==> config.mk <==
export PLATFORM = sky130hd
export DESIGN_NAME = usensor_echo_responder
export DESIGN_NICKNAME = d
export VERILOG_FILES = /design/src/rtl/usensor_echo_responder.sv
export SDC_FILE = /design/constraint.sdc
export NUM_CORES = 1
export LEC_CHECK = 0
export CORE_MARGIN = 2
export CORE_UTILIZATION = 59
export DETAILED_ROUTE_END_ITERATION = 10
export PLACE_DENSITY = 0.84
export SYNTH_ARGS = -nofsm -noshare
export SYNTH_HDL_FRONTEND = slang
export SYNTH_SLANG_ARGS = --single-unit
==> constraint.sdc <==
create_clock -name clock -period 4.5 [get_ports clock]
set_input_delay 0.9 -clock clock [delete_from_list [all_inputs] [get_ports clock]]
set_output_delay 0.9 -clock clock [all_outputs]
set_load 0.01 [all_outputs]
==> src/rtl/usensor_echo_responder.sv <==
// Ultrasonic sensor emulator: answers a valid trigger pulse with an echo whose
// width in clock cycles equals the programmed distance (0 means "no object").
//
// state     | meaning
// ----------+------------------------------------------------------------
// S_IDLE    | waiting for synchronized trig high; width counter cleared
// S_TRIG_HI | measuring trig high width, decide accept/reject on its fall
// S_DELAY   | echo lead-in delay after an accepted trigger
// S_ECHO    | echo driven high for the latched length
// S_HOLDOFF | quiet period after echo; triggers ignored
module usensor_echo_responder #(
    parameter int MIN_TRIG      = 500,
    parameter int ECHO_DELAY    = 1000,
    parameter int NO_OBJ_CYCLES = 1900000,
    parameter int HOLDOFF       = 3000000
) (
    input  logic        clock,
    input  logic        resetn,
    input  logic        trig,
    input  logic [20:0] distance,
    output logic        echo,
    output logic        busy,
    output logic        short_trig,
    output logic [7:0]  ping_count
);
    localparam int LW  = (NO_OBJ_CYCLES > 2097151) ? $clog2(NO_OBJ_CYCLES + 1) : 21;
    localparam int HW  = $clog2(HOLDOFF + 1);
    localparam int DW  = $clog2(ECHO_DELAY + 1);
    localparam int CW0 = (LW > HW) ? LW : HW;
    localparam int CW  = (CW0 > DW) ? CW0 : DW;
    localparam int WW  = $clog2(MIN_TRIG + 1);

    typedef enum logic [2:0] {
        S_IDLE,
        S_TRIG_HI,
        S_DELAY,
        S_ECHO,
        S_HOLDOFF
    } state_t;

    state_t        state, state_nxt;
    logic          sync1, trig_s;
    logic [WW-1:0] width, width_nxt;
    logic [CW-1:0] cnt, cnt_nxt;
    logic [CW-1:0] echo_len, len_nxt, len_now;
    logic          short_nxt;

    assign len_now = (distance == '0) ? CW'(NO_OBJ_CYCLES) : CW'(distance);
    assign busy    = (state == S_DELAY) || (state == S_ECHO) || (state == S_HOLDOFF);

    always_ff @(posedge clock or negedge resetn) begin
        if (!resetn) begin
            sync1      <= 1'b0;
            trig_s     <= 1'b0;
            state      <= S_IDLE;
            width      <= '0;
            cnt        <= '0;
            echo_len   <= '0;
            echo       <= 1'b0;
            short_trig <= 1'b0;
            ping_count <= 8'd0;
        end else begin
            sync1      <= trig;
            trig_s     <= sync1;
            state      <= state_nxt;
            width      <= width_nxt;
            cnt        <= cnt_nxt;
            echo_len   <= len_nxt;
            echo       <= (state_nxt == S_ECHO);
            short_trig <= short_nxt;
            if (state_nxt == S_ECHO && state != S_ECHO)
                ping_count <= ping_count + 8'd1;
        end
    end

    // Counter loads are "remaining cycles after this one", so each state
    // exits on terminal count zero.
    always_comb begin
        state_nxt = state;
        width_nxt = width;
        cnt_nxt   = cnt;
        len_nxt   = echo_len;
        short_nxt = 1'b0;
        case (state)
            S_IDLE: begin
                width_nxt = '0;
                if (trig_s) begin
                    width_nxt = WW'(1);
                    state_nxt = S_TRIG_HI;
                end
            end
            S_TRIG_HI: begin
                if (trig_s) begin
                    if (width < WW'(MIN_TRIG))
                        width_nxt = width + WW'(1);
                end else if (width >= WW'(MIN_TRIG)) begin
                    len_nxt = len_now;
                    if (ECHO_DELAY == 1) begin
                        state_nxt = S_ECHO;
                        cnt_nxt   = len_now - CW'(1);
                    end else begin
                        state_nxt = S_DELAY;
                        cnt_nxt   = CW'(ECHO_DELAY - 2);
                    end
                end else begin
                    short_nxt = 1'b1;
                    state_nxt = S_IDLE;
                end
            end
            S_DELAY: begin
                if (cnt == '0) begin
                    state_nxt = S_ECHO;
                    cnt_nxt   = echo_len - CW'(1);
                end else begin
                    cnt_nxt = cnt - CW'(1);
                end
            end
            S_ECHO: begin
                if (cnt == '0) begin
                    state_nxt = S_HOLDOFF;
                    cnt_nxt   = CW'(HOLDOFF - 1);
                end else begin
                    cnt_nxt = cnt - CW'(1);
                end
            end
            S_HOLDOFF: begin
                if (cnt == '0)
                    state_nxt = S_IDLE;
                else
                    cnt_nxt = cnt - CW'(1);
            end
            default: state_nxt = S_IDLE;
        endcase
    end
endmodule

==> impl_results.rst, run 1 <==
.. list-table::
   :header-rows: 1

   * - Metric
     - Value
   * - Status
     - finished, final reports clean
   * - Synth Warn #
     - 0
   * - Commonest cells after routing, fill and taps aside
     - sky130_fd_sc_hd__dfrtp_1, sky130_fd_sc_hd__nand2_1, sky130_fd_sc_hd__clkdlybuf4s50_1
   * - Critical path required time
     - 3.60 ns
   * - Area after DPL
     - 4490 sq um
   * - Antenna violations before repair
     - 0
   * - Vias
     - 3899
   * - Reg area
     - 1680 sq um
   * - Number of CTS-inserted buffers
     - 9
   * - Area overhead of the layout relative to synthesis
     - 14.3%
   * - Final #Nets
     - 509
   * - Post-CTS Resized
     - 0
   * - Post-synthesis cell count
     - 452
   * - Slowest cell on the critical path
     - sky130_fd_sc_hd__dfrtp_1
   * - RSZ-0062 raised after global routing
     - no
   * - Area share of the largest cell type after synthesis
     - 40.7%
   * - Placeable Area
     - 6760 sq um
   * - Pin count of the biggest net entering global routing
     - 48
   * - Initial core utilization
     - 60.9%
   * - Capture instance of the worst register-to-register path
     - echo_len[10]
   * - Number of pins with negative max-slew slack in the final report
     - 0
   * - Routed length per placed instance
     - 20.2 um
   * - Gr busiest metal
     - met2
   * - Clock Tree Root
     - sky130_fd_sc_hd__clkbuf_8
   * - Count of flip-flops with a built-in enable after synthesis
     - 0
   * - Number of distinct library cells after synthesis
     - 61
   * - Headroom to the max-slew limit
     - 10.5%
   * - DRT iter0 DRCs
     - 337
   * - Count of state elements after synthesis
     - 67
   * - Switching part of the total power
     - 23.4%
   * - Post-synthesis cell area
     - 4120 sq um
   * - Worst slack at placement
     - 1.35 ns
   * - Setup slack, reg-to-reg
     - 1.41 ns
   * - Htree depth
     - 3
   * - Pint
     - 0.944 mW
   * - Multi-input logic area
     - 2260 sq um
   * - Routed WL
     - 11400 um
   * - Number of sinks driven by the clock tree
     - 67
   * - Leading cell type in the layout, fill and taps excluded
     - sky130_fd_sc_hd__dfrtp_1
   * - Final worst clock skew
     - 0.0103 ns
   * - Layout cell share with drive strength beyond 1
     - 9.32%
   * - CTS tree
     - built
   * - Fillcell total
     - 517
   * - X dimension of the die
     - 87.5 um
   * - Count of antenna-violating nets left after detailed routing
     - 0
   * - Highest net fanout along the worst path
     - 15
   * - Met1 routing resource usage after global routing
     - 45.8%
   * - Delay contributed by the slowest stage of the critical path
     - 0.66 ns
   * - Final core utilization
     - 69.6%
   * - Final antenna diode count
     - 0
   * - Bufs on Longest Clock Path
     - 2
   * - Clk slew on worst S/H paths
     - 0.08 ns
   * - Vias in the first global route
     - 3713
   * - Worst setup EP type
     - primary output
   * - Dominant synthesized flop cell
     - sky130_fd_sc_hd__dfrtp_1
   * - First-pass GRT wire length
     - 18800 um
   * - Tot Pwr
     - 1.23 mW
   * - Leftover overflow at the end of global routing
     - 0
   * - Hold_buf cts
     - 0
   * - Final hold vios
     - 0
   * - Largest area contributor in the synthesized netlist
     - sky130_fd_sc_hd__dfrtp_1
   * - Detailed-route vias per instance
     - 6.93
   * - Global placer's final weighted congestion
     - 0.958
   * - Sequential area share after synthesis
     - 40.7%
   * - Post-route design area
     - 4700 sq um
   * - Cells taking the most area after synthesis
     - sky130_fd_sc_hd__dfrtp_1, sky130_fd_sc_hd__xnor2_1, sky130_fd_sc_hd__nand2_1
   * - Proportion of power drawn by the clock network
     - 45.6%
   * - Kind of cell adding the most delay to the critical path
     - buffers and inverters
   * - Boundary Pins
     - 35
   * - Worst Path Buf+Inv
     - 2
   * - Syn Area/Cell
     - 9.10 sq um
   * - Final Instance Count excl. Fillers
     - 563
   * - HPWL after detailed placement
     - 8140 um
   * - GRT Overall Usage
     - 31.9%
   * - Beginning of the worst register-to-register path
     - state[0]
   * - Worst IR Drop VDD
     - 0.000200 V
   * - Data arrival time of the critical path
     - 2.65 ns
   * - Total nets after synthesis
     - 482
   * - Die area
     - 7660 sq um
   * - Clock latency reported for the late side of the worst-skew pair
     - 0.35 ns
   * - Top achievable clock speed
     - 282 MHz
   * - Part of the power in combinational logic
     - 4.7%
   * - Leakage
     - 2.13 nW
   * - Core Rows
     - 30
   * - Share of power burned in registers
     - 49.7%
   * - Placed Cells incl. Taps
     - 548
   * - Height of the chip
     - 87.5 um
   * - CP Launch Type
     - register
   * - Post-detailed-route DRC marker count
     - 0
   * - Worst r2r path cells
     - 6
   * - Min-delay worst type
     - reg -> reg
   * - Max-capacitance violation count
     - 0
   * - Number of I/O port buffers
     - 34
   * - Fraction of met3 tracks used by global routing
     - 6.64%
   * - Final period utilization
     - 78.8%
   * - Crit path kind
     - reg -> out
   * - Number of endpoints failing setup at the final stage
     - 0
   * - Launch point of the worst path
     - state[0]
   * - Power per Cell Area
     - 262 nW/um^2
   * - Setup total negative slack
     - 0 ns
   * - Worst setup path end
     - busy
   * - Crit path cell chain
     - nor3b_2 > nor2_1 > inv_1 > clkdlybuf4s50_1
   * - Post-synthesis async set-or-reset flop share
     - 100%
   * - Hold_ws
     - 0.357 ns
   * - Number of buffers added for setup after CTS
     - 0
   * - Global Route met2 Usage
     - 47.5%
   * - Worst Max-Slew Pin Slew
     - 1.33 ns
   * - Crit path time final
     - 3.55 ns
   * - Final WS setup
     - 0.953 ns
   * - Crit. path cell count
     - 4
   * - Pre-Repair DR Iteration Count
     - 7
   * - Min-delay src
     - sync1
   * - Sw power
     - 0.288 mW
## logic make-up (layout without fill, tap and decap cells)
group | count (synthesis) | in the layout | synth area share [%]
fa+ha+maj | 6 | 6 | 1.82
xor+xnor | 20 | 20 | 4.26
flops | 67 | 67 | 40.7
simple gates | 195 | 195 | 26.3
compound gates | 117 | 117 | 21.0
mux | 6 | 6 | 1.64
buf+inv | 41 | 72 | 4.26
## synth_stat cells, types with 3 or more instances
cell and count:
sky130_fd_sc_hd__mux2_2 6, sky130_fd_sc_hd__xnor2_1 16, sky130_fd_sc_hd__a32o_1 3, sky130_fd_sc_hd__a211oi_1 9, sky130_fd_sc_hd__inv_1 15, sky130_fd_sc_hd__nor2_1 31, sky130_fd_sc_hd__buf_2 5, sky130_fd_sc_hd__ha_1 6
sky130_fd_sc_hd__xor2_1 4, sky130_fd_sc_hd__a22o_1 4, sky130_fd_sc_hd__or3b_2 3, sky130_fd_sc_hd__nand2_1 34, sky130_fd_sc_hd__o22a_1 13, sky130_fd_sc_hd__o211ai_1 7, sky130_fd_sc_hd__o31a_1 5, sky130_fd_sc_hd__and3_1 10
sky130_fd_sc_hd__nor3_1 22, sky130_fd_sc_hd__a21oi_1 13, sky130_fd_sc_hd__a211o_1 5, sky130_fd_sc_hd__o22ai_1 6, sky130_fd_sc_hd__a31oi_1 5, sky130_fd_sc_hd__or3_1 8, sky130_fd_sc_hd__o31ai_1 7, sky130_fd_sc_hd__nor3b_1 4
sky130_fd_sc_hd__o21ai_0 14, sky130_fd_sc_hd__nor4_1 16, sky130_fd_sc_hd__nand4_1 13, sky130_fd_sc_hd__and2_1 3, sky130_fd_sc_hd__or2_2 4, sky130_fd_sc_hd__a32oi_1 3, sky130_fd_sc_hd__a2111oi_0 3, sky130_fd_sc_hd__or4_1 14
sky130_fd_sc_hd__clkbuf_1 17, sky130_fd_sc_hd__nand3_1 19, sky130_fd_sc_hd__dfrtp_1 67, sky130_fd_sc_hd__nand2b_1 4
## area by class of cell
type / count / share of cell area (%)
timing repair buffer: 41 / 8.25
clock inverter: 6 / 1.92
inverter: 16 / 1.28
sequential: 67 / 35.7
tap: 80 / 2.13
multi-input combinational: 344 / 48.1
clock buffer: 9 / 2.63
## state kept, by name, indices dropped and copies added, names as in the netlist
| register | cells |
|---|---|
| trig_s | 1 |
| ping_count | 8 |
| echo_len | 21 |
| cnt | 22 |
| sync1 | 1 |
| echo | 1 |
| short_trig | 1 |
| width | 9 |
| state | 3 |
## power groups by stage
stage	registers, mW	logic (mW)	clock network [mW]
2_1_floorplan	0.621	0.0182	0
3_3_place_gp	0.623	0.0568	0
3_5_place_dp	0.624	0.0576	0
4_1_cts	0.612	0.0582	0.559
5_1_grt	0.613	0.0637	0.593
6_report	0.612	0.0576	0.562
## metal layers
metal / wire, um / share of wire (%)
met4: 357 / 3.1
met1: 4870 / 43
met3: 1010 / 8.9
met5: 0 / 0
met2: 5120 / 45
## worst min path at each step
stage / endpoint / cells past startpoint
3_3_place_gp: trig_s / 0
5_1_grt: trig_s / 0
4_1_cts: trig_s / 0
6_report: trig_s / 0
2_1_floorplan: trig_s / 0
3_5_place_dp: trig_s / 0
Power figures use the tool's default switching activity.
==> inputs of run 2 (changes only) <==
Settings changed: CORE_UTILIZATION 59 to 58, PLACE_DENSITY 0.84 to 0.83.
Clock period 4.5 ns to 3.6 ns, I/O delays scaled along.
==> impl_results.rst, run 2 (synthesized netlist as in run 1, its figures left out) <==
.. list-table::
   :header-rows: 1

   * - Metric
     - Value
   * - Status
     - finished, final reports clean (unchanged)
   * - RSZ-0062 raised after global routing
     - no (unchanged)
   * - Number of I/O port buffers
     - 34 (unchanged)
   * - Height of the chip
     - 88.2 um (was 87.5 um)
   * - Leakage
     - 2.12 nW (was 2.13 nW)
   * - Worst IR Drop VDD
     - 0.000211 V (was 0.000200 V)
   * - Htree depth
     - 3 (unchanged)
   * - Layout cell share with drive strength beyond 1
     - 9.65% (was 9.32%)
   * - Number of CTS-inserted buffers
     - 9 (unchanged)
   * - Min-delay src
     - sync1 (unchanged)
   * - Max FFs per register
     - 22 (unchanged)
   * - Launch point of the worst path
     - state[1] (was state[0])
   * - CP Launch Type
     - register (unchanged)
   * - Crit path kind
     - reg -> out (unchanged)
   * - Detailed-route vias per instance
     - 6.77 (was 6.93)
   * - Placed Cells incl. Taps
     - 567 (was 548)
   * - Data arrival time of the critical path
     - 2.59 ns (was 2.65 ns)
   * - Min-delay worst type
     - reg -> reg (unchanged)
   * - Placeable Area
     - 6830 sq um (was 6760 sq um)
   * - Final core utilization
     - 68.7% (was 69.6%)
   * - Leftover overflow at the end of global routing
     - 0 (unchanged)
   * - Vias in the first global route
     - 3631 (was 3713)
   * - Boundary Pins
     - 35 (unchanged)
   * - Number of pins with negative max-slew slack in the final report
     - 0 (unchanged)
   * - Top reg by flops
     - cnt (unchanged)
   * - Routed length per placed instance
     - 20.3 um (was 20.2 um)
   * - Die area
     - 7780 sq um (was 7660 sq um)
   * - Final hold vios
     - 0 (unchanged)
   * - Post-detailed-route DRC marker count
     - 0 (unchanged)
   * - Core Rows
     - 30 (unchanged)
   * - Final period utilization
     - 92.1%
   * - Pin count of the biggest net entering global routing
     - 38 (was 48)
   * - Final #Nets
     - 512 (was 509)
   * - Max-capacitance violation count
     - 0 (unchanged)
   * - Number of sinks driven by the clock tree
     - 67 (unchanged)
   * - Top Registers
     - cnt (22), echo_len (21), width (9) (unchanged)
   * - Bufs on Longest Clock Path
     - 2 (unchanged)
   * - Post-CTS Resized
     - 0 (unchanged)
   * - Highest net fanout along the worst path
     - 10 (was 15)
   * - Setup slack, reg-to-reg
     - 0.87 ns (was 1.41 ns)
   * - Clock Tree Root
     - sky130_fd_sc_hd__clkbuf_8 (unchanged)
   * - X dimension of the die
     - 88.2 um (was 87.5 um)
   * - Headroom to the max-slew limit
     - 23.8% (was 10.5%)
   * - Critical path required time
     - 2.88 ns (was 3.60 ns)
   * - DRT iter0 DRCs
     - 559 (was 337)
   * - GRT Overall Usage
     - 32.2% (was 31.9%)
   * - Pre-Repair DR Iteration Count
     - 6 (was 7)
   * - Initial core utilization
     - 60.2% (was 60.9%)
   * - Commonest cells after routing, fill and taps aside
     - sky130_fd_sc_hd__dfrtp_1, sky130_fd_sc_hd__nand2_1, sky130_fd_sc_hd__clkdlybuf4s50_1 (unchanged)
   * - Final Instance Count excl. Fillers
     - 583 (was 563)
   * - Leading cell type in the layout, fill and taps excluded
     - sky130_fd_sc_hd__dfrtp_1 (unchanged)
   * - Clock latency reported for the late side of the worst-skew pair
     - 0.36 ns (was 0.35 ns)
   * - First-pass GRT wire length
     - 18900 um (was 18800 um)
   * - Final antenna diode count
     - 0 (unchanged)
   * - Global placer's final weighted congestion
     - 1.04 (was 0.958)
   * - Setup total negative slack
     - 0 ns (unchanged)
   * - Antenna violations before repair
     - 0 (unchanged)
   * - Final worst clock skew
     - 0.0155 ns (was 0.0103 ns)
   * - Hold_buf cts
     - 0 (unchanged)
   * - Crit path time final
     - 3.31 ns
   * - Clk slew on worst S/H paths
     - 0.07 ns (was 0.08 ns)
   * - Vias
     - 3948 (was 3899)
   * - Beginning of the worst register-to-register path
     - cnt[0] (was state[0])
   * - Worst setup EP type
     - primary output (unchanged)
   * - Routed WL
     - 11800 um (was 11400 um)
   * - Count of antenna-violating nets left after detailed routing
     - 0 (unchanged)
   * - CTS tree
     - built (unchanged)
   * - Top achievable clock speed
     - 302 MHz
   * - Worst Max-Slew Pin Slew
     - 1.14 ns (was 1.33 ns)
   * - Area overhead of the layout relative to synthesis
     - 14.0% (was 14.3%)
   * - Power per Cell Area
     - 296 nW/um^2 (was 262 nW/um^2)
   * - Number of endpoints failing setup at the final stage
     - 0 (unchanged)
   * - HPWL after detailed placement
     - 8740 um (was 8140 um)
   * - Number of buffers added for setup after CTS
     - 0 (unchanged)
run 2: cell types whose count changed in the layout (fill, tap and decap cells not counted), sizes merged:
cell      previous run  this run
buf                  8        11
bufinv               2         0
clkbuf               9        11
clkinv               3         4
clkinvlp             1         2
inv                 16        15
run 2: final timing paths:
path                                 end  depth (start not counted)
max                                 busy                          5
min                               trig_s                          0
max reg2reg                       cnt[4]                          6
min reg2reg                       trig_s                          0
max in group asynchronous    echo_len[0]                          2
min in group asynchronous  ping_count[7]                          1
run 2: per-stage QoR:
stage	cell area [sq um]	setup WS (ns)	total power, mW	hold WS, ns
floorplan	4120	1.14	0.799	0.331
global placement	4530	0.731	0.850	0.332
detailed placement	4530	0.745	0.854	0.367
CTS	4690	0.355	1.39	0.383
global route	4690	0.156	1.43	0.395
finish	4690	0.285	1.39	0.375
run 2: worst max-delay path, cell delays in order, from the launching register on:
cell	delay [ns]
sky130_fd_sc_hd__dfrtp_1	0.47
sky130_fd_sc_hd__nor2b_1	0.17
sky130_fd_sc_hd__buf_4	0.19
sky130_fd_sc_hd__nor2_1	0.57
sky130_fd_sc_hd__inv_1	0.28
sky130_fd_sc_hd__clkdlybuf4s50_1	0.56
run 2: layout make-up:
class | count | area, sq um
clock inverter | 5 | 30.0
clock buffer | 11 | 131
fill | 568 | 2140
sequential | 67 | 1680
inverter | 16 | 60.1
multi-input combinational | 344 | 2260
tap | 96 | 120
timing repair buffer | 44 | 410
run 2: where the power goes:
part | total (mW) | internal, mW | switching [mW]
registers | 0.765 | 0.757 | 0.00740
logic | 0.0738 | 0.0341 | 0.0396
clock network | 0.551 | 0.247 | 0.304
total | 1.39 | 1.04 | 0.351
run 2: per-layer routing:
layer / share of wire, % / vias to the layer above / track usage, % / wire, um
li1: - / 1798 / - / -
met1: 43 / 1906 / 45.5 / 5150
met2: 45 / 211 / 47.8 / 5270
met3: 9.4 / 33 / 8.12 / 1110
met4: 2.6 / 0 / 12.9 / 311
met5: 0 / - / 0 / 0
